`src/rtl/riscv_instr_loader_if.sv`:
```
// Command/data stream from a leaf_interface user output port into the loader.
// A word transfers on any rising edge where vld_in && ack_out.
interface riscv_instr_loader_if;
  logic [31:0] din;
  logic        vld_in;
  logic        ack_out;

  modport master (output din, output vld_in, input  ack_out);
  modport slave  (input  din, input  vld_in, output ack_out);
endinterface

```
`src/rtl/riscv_instr_loader.sv`:
```
// Boot sequencer for the picorv32 instruction BRAM: parses LOAD/RUN/HALT headers,
// unpacks payload words into little-endian byte writes and owns the core's resetn.
module riscv_instr_loader #(
  parameter int ADDR_BITS = 24,
  parameter int CNT_BITS  = 16
) (
  input  logic                 clk_user,
  input  logic                 reset,
  input  logic                 ap_start,
  riscv_instr_loader_if.slave  cmd,
  output logic [ADDR_BITS-1:0] instr_config_addr,
  output logic [7:0]           instr_config_din,
  output logic                 instr_config_wr_en,
  output logic                 core_resetn,
  output logic                 busy,
  output logic                 loaded,
  output logic                 cmd_err
);
  typedef enum logic [1:0] {IDLE, COUNT, WAIT_WORD, BYTE} state_t;

  localparam logic [7:0] OP_LOAD = 8'h01;
  localparam logic [7:0] OP_RUN  = 8'h02;
  localparam logic [7:0] OP_HALT = 8'h03;

  state_t               state, state_nxt;
  logic                 ack_q, ack, xfer, run_flag;
  logic [ADDR_BITS-1:0] base, offset;
  logic [CNT_BITS-1:0]  remaining;
  logic [31:0]          word;
  logic [1:0]           byte_idx;

  // ack_q holds the post-reset value so the port reads 1 in the very first cycle after reset.
  assign ack         = ack_q & ~reset;
  assign cmd.ack_out = ack;
  assign xfer        = cmd.vld_in & ack;

  always_comb begin
    state_nxt = state;
    case (state)
      IDLE:      if (xfer && cmd.din[31:24] == OP_LOAD) state_nxt = COUNT;
      COUNT:     if (xfer) state_nxt = (cmd.din[CNT_BITS-1:0] == '0) ? IDLE : WAIT_WORD;
      WAIT_WORD: if (xfer) state_nxt = BYTE;
      BYTE:      if (byte_idx == 2'd3)
                   state_nxt = (remaining == CNT_BITS'(1)) ? IDLE : WAIT_WORD;
      default:   state_nxt = IDLE;
    endcase
  end

  always_ff @(posedge clk_user) begin
    if (reset) begin
      state              <= IDLE;
      ack_q              <= 1'b1;
      run_flag           <= 1'b0;
      base               <= '0;
      offset             <= '0;
      remaining          <= '0;
      word               <= '0;
      byte_idx           <= '0;
      instr_config_addr  <= '0;
      instr_config_din   <= '0;
      instr_config_wr_en <= 1'b0;
      core_resetn        <= 1'b0;
      busy               <= 1'b0;
      loaded             <= 1'b0;
      cmd_err            <= 1'b0;
    end else begin
      state              <= state_nxt;
      ack_q              <= (state_nxt != BYTE);
      busy               <= (state_nxt != IDLE);
      core_resetn        <= run_flag && ap_start && (state_nxt == IDLE);
      cmd_err            <= 1'b0;
      instr_config_wr_en <= 1'b0;
      case (state)
        IDLE: if (xfer) begin
          case (cmd.din[31:24])
            OP_LOAD: begin
              base     <= cmd.din[ADDR_BITS-1:0];
              offset   <= '0;
              run_flag <= 1'b0;
              loaded   <= 1'b0;
            end
            OP_RUN:  run_flag <= 1'b1;
            OP_HALT: run_flag <= 1'b0;
            default: cmd_err  <= 1'b1;
          endcase
        end
        COUNT: if (xfer) begin
          remaining <= cmd.din[CNT_BITS-1:0];
          if (cmd.din[CNT_BITS-1:0] == '0) loaded <= 1'b1;
        end
        // Byte 0 goes out on the acceptance edge so writes start the cycle after transfer.
        WAIT_WORD: if (xfer) begin
          word               <= cmd.din;
          byte_idx           <= 2'd0;
          instr_config_wr_en <= 1'b1;
          instr_config_addr  <= base + offset;
          instr_config_din   <= cmd.din[7:0];
          offset             <= offset + 1'b1;
        end
        BYTE: begin
          if (byte_idx == 2'd3) begin
            remaining <= remaining - 1'b1;
            if (remaining == CNT_BITS'(1)) loaded <= 1'b1;
          end else begin
            byte_idx           <= byte_idx + 2'd1;
            instr_config_wr_en <= 1'b1;
            instr_config_addr  <= base + offset;
            instr_config_din   <= word[{byte_idx + 2'd1, 3'b000} +: 8];
            offset             <= offset + 1'b1;
          end
        end
        default: ;
      endcase
    end
  end
endmodule
```
`src/flat_wrapper.sv`:
```
// flat-port wrapper written by rule: the top's interface ports become plain ports
module riscv_instr_loader_flat 
#(
  parameter int ADDR_BITS = 24,
  parameter int CNT_BITS  = 16
)
  (clk_user, reset, ap_start, instr_config_addr, instr_config_din, instr_config_wr_en, core_resetn, busy, loaded, cmd_err, cmd_din, cmd_vld_in, cmd_ack_out);
  riscv_instr_loader_if cmd_i ();
  input  logic clk_user;
  input  logic reset;
  input  logic ap_start;
  output logic [ADDR_BITS-1:0] instr_config_addr;
  output logic [7:0] instr_config_din;
  output logic instr_config_wr_en;
  output logic core_resetn;
  output logic busy;
  output logic loaded;
  output logic cmd_err;
  input wire logic [$bits(cmd_i.din)-1:0] cmd_din;
  input wire logic [$bits(cmd_i.vld_in)-1:0] cmd_vld_in;
  output wire logic [$bits(cmd_i.ack_out)-1:0] cmd_ack_out;
  assign cmd_i.din = cmd_din;
  assign cmd_i.vld_in = cmd_vld_in;
  assign cmd_ack_out = cmd_i.ack_out;
  riscv_instr_loader #(.ADDR_BITS(ADDR_BITS), .CNT_BITS(CNT_BITS)) u_core (.clk_user(clk_user), .reset(reset), .ap_start(ap_start), .cmd(cmd_i), .instr_config_addr(instr_config_addr), .instr_config_din(instr_config_din), .instr_config_wr_en(instr_config_wr_en), .core_resetn(core_resetn), .busy(busy), .loaded(loaded), .cmd_err(cmd_err));
endmodule
```
`config.mk`:
```
export PLATFORM = sky130hd
export DESIGN_NAME = riscv_instr_loader_flat
export DESIGN_NICKNAME = d
export VERILOG_FILES = /design/src/rtl/riscv_instr_loader_if.sv /design/src/rtl/riscv_instr_loader.sv /design/src/flat_wrapper.sv
export SDC_FILE = /design/constraint.sdc
export NUM_CORES = 1
export LEC_CHECK = 0
export CAP_MARGIN = 20
export CORE_MARGIN = 10
export CORE_UTILIZATION = 50
export CTS_BUF_LIST = sky130_fd_sc_hd__clkbuf_8
export DETAILED_ROUTE_END_ITERATION = 16
export PLACE_DENSITY = 0.78
export RECOVER_POWER = 50
export SETUP_SLACK_MARGIN = 0.3
export SYNTH_ARGS = -nofsm -noshare
export SYNTH_HDL_FRONTEND = slang
export SYNTH_SLANG_ARGS = --single-unit
```
`constraint.sdc`:
```
create_clock -name clk_user -period 6.7 [get_ports clk_user]
set_clock_uncertainty 0.1 [all_clocks]
set_input_delay 0.67 -clock clk_user [delete_from_list [all_inputs] [get_ports clk_user]]
set_output_delay 0.67 -clock clk_user [all_outputs]
set_load 0.01 [all_outputs]
```
==> out/results.txt <==
Status: complete, no violations
Max-cap viol count: 0
Power per standard cell area: 194 mW/mm^2
DRT Pass-1 Iters: 5
Maximum VDD drop: 0.118 mV
Vias in the first global route: 6069
Worst path slowest cell: clkbuf_1
Ant. Diodes: 0
Starting Density: 0.505
First-pass GRT wire length: 30000 um
Clk slew on worst S/H paths: 0.07 ns
Port Buf Inserts: 73
CP Cell Sequence: dlygate4sd3_1 > and4bb_1 > o21ai_0 > clkbuf_1 > nand2_1 > and3_1 > and3_1 > xnor2_1 > nor2_1
DP Area: 0.00774 mm^2
Finish-stage setup viols: 0
Seq cells post-synth: 139
Final Hold Viols: 0
Mapped Area: 0.00696 mm^2
CP top delay family: buffers and inverters
Final min period: 4.25 ns
Slew @ Worst Pin: 1.31 ns
Pin count of the biggest net entering global routing: 67
Critical path buffers and inverters: 2
Initial antenna violation count: 0
Ys flop type: dfxtp_1
Clock root buffer: clkbuf_8
Post-Layout Cell Count: 1111
Worst EP arrival: 4.47 ns
CP max FO: 25
Final Max Tran Viols: 0
Final GP Congestion: 0.869
Setup TNS: 0 ns
Most frequent cell on the critical path: and3_1
Synth unique cells: 72
Post-Route WL: 18600 um
RSZ-0062 raised after global routing: false
Final period util: 0.635
Nets: 985
Num CTS Buffers: 17
Worst Setup Start Kind: input pin
Synth Warn #: 0
Total power: 0.00158 W
Grt ovf: 0
CTS tree: built
Post-CTS Resized: 0
Avg Cell Area, Syn: 7.97 um^2
Synth async-reset ratio: 0
Cells after Synth: 873
Leak: 3.12 nW
Final ANT Viol Nets: 0
Die height: 138 um
Via count: 6467
Endpoint class of the critical path: flop
Worst hold-check path type: flop to flop
Post-CTS Hold Buffers: 0
Fraction of layout cells with a size suffix above 1: 0.0505
Tot GR Track Use: 0.199
Clk_lat worst skew: 0.46 ns
Via/cell ratio: 5.82
H-tree Lvls: 4
FP Rows: 43
Hpwl dp: 13400 um
Initial DRC Count: 619
# clock sinks: 139
Core area: 0.0138 mm^2
Hold Slack: 0.348 ns
Routed wire per std cell: 16.8 um
CP peak stage delay: 1.03 ns
Number of synthesized flops with an enable pin: 0
CP Class: input pin to flop
Num ports: 74
Post-CTS Setup Repair Bufs: 0
P&R area growth vs syn: 16.7%
Final Cell Area: 0.00811 mm^2
Synthesized net count: 937
Peak Freq: 235 MHz
Remaining DRCs: 0
Post-synthesis sequential area ratio: 0.400
Placed Instances: 1082
Required @ worst endpoint: 6.92 ns
Die ar.: 0.0190 mm^2
Die X: 138 um
Clock Path Buffers: 2
Headroom to the max-slew limit: 0.125
[cell usage in the layout, fill, tap and decap left out, drive strengths merged, types with 6 or more instances in the layout]
cell type / synthesis / final
inv: 10 / 13
and2: 9 / 9
xor2: 19 / 19
nor3: 16 / 16
nor2: 76 / 76
clkdlybuf4s50: 0 / 33
mux4: 8 / 8
dfxtp: 139 / 139
o211ai: 7 / 7
a211oi: 13 / 13
xnor2: 14 / 14
nor4: 8 / 8
nand4: 14 / 14
a21o: 6 / 6
a31oi: 6 / 6
dlygate4sd3: 0 / 39
a21oi: 117 / 117
ha: 27 / 27
and3: 13 / 13
nand2: 193 / 193
nand3: 17 / 17
clkbuf: 40 / 20
nand2b: 6 / 6
o21ai: 39 / 39
[cell usage after synthesis (2+ instances only)]
cell      number  area, um^2
nand2_1      193         724
dfxtp_1      139        2780
a21oi_1      116         581
nor2_1        75         282
clkbuf_1      40         150
o21ai_0       36         180
ha_1          27         338
xor2_1        19         166
nand3_1       17        85.1
nor3_1        15        75.1
nand4_1       14        87.6
xnor2_1       14         123
a211oi_1      13        97.6
and3_1        13        81.3
inv_1         10        37.5
and2_1         9        56.3
mux4_2         8         180
o211ai_1       7        52.6
a21o_1         6        45.0
a31oi_1        6        37.5
nand2b_1       6        37.5
nor4_1         6        37.5
buf_2          5        25.0
o31ai_1        5        37.5
nor2b_1        4        25.0
o21a_1         4        30.0
o21bai_1       4        30.0
or3_1          4        25.0
a311oi_1       3        26.3
o22ai_1        3        18.8
a21boi_0       2        15.0
a22oi_1        2        15.0
a31o_2         2        17.5
a32oi_1        2        17.5
and4_1         2        17.5
nand3b_1       2        15.0
nand4b_1       2        17.5
o21ai_1        2        10.0
o311ai_0       2        17.5
or4_1          2        15.0
[final cells by class]
| class | instances | area, um^2 |
|---|---|---|
| clock buffers | 19 | 262 |
| clock inverters | 10 | 129 |
| fillers | 1263 | 5660 |
| well taps | 180 | 225 |
| repair buffers | 76 | 747 |
| inverters | 11 | 41.3 |
| multi-input cells | 676 | 3930 |
| flip-flops and latches | 139 | 2780 |
[through the flow]
step	setup slack [ns]	utilization
4_1_cts	3.48	0.590
3_5_place_dp	3.00	0.562
5_1_grt	2.12	0.589
6_report	2.45	0.589
3_3_place_gp	3.09	0.562
2_1_floorplan	4.21	-
[power by group]
group	total [W]	internal [W]	switching [W]
clock network	0.000690	0.000377	0.000313
logic	0.0000615	0.0000241	0.0000374
registers	0.000826	0.000826	0.000000198
[tightest hold or removal path, cell delays in order, from the launching register on]
cell and delay (ns):
dfxtp_1 0.31, nand2_1 0.05, a21oi_1 0.05
[registers in the layout, indices dropped and copies added (netlist names), 2 cells and up]
signal / count
u_core.byte_idx: 2
u_core.state: 2
u_core.instr_config_addr: 24
u_core.offset: 24
u_core.remaining: 16
u_core.instr_config_din: 8
u_core.word: 32
u_core.base: 24
[per-layer routing]
metal | vias to the layer above | GRT usage | wire [um]
li1 | 3173 | - | -
met1 | 3015 | 0.259 | 8270
met2 | 246 | 0.314 | 8510
met3 | 33 | 0.0496 | 1520
met4 | 0 | 0.0666 | 326
met5 | - | 0 | 0
[final timing paths]
path                               start                          end  slack [ns]  cells past startpoint
max reg2reg           u_core.byte_idx[0]            u_core.offset[10]        2.51                      9
max                           cmd_vld_in            u_core.offset[10]        2.45                      9
min reg2reg  u_core.instr_config_addr[9]  u_core.instr_config_addr[9]        0.35                      2
min          u_core.instr_config_addr[9]  u_core.instr_config_addr[9]        0.35                      2
[kinds of logic after synthesis]
logic type | synth area share
xor gates and xnor gates | 0.0416
and+or+nand+nor | 0.246
muxes | 0.0273
adders and majority gates | 0.0514
buffers and inverters | 0.0333
DFF | 0.400
AOI/OAI and AO/OA | 0.200
No activity file was read; power rests on OpenSTA's default activity.
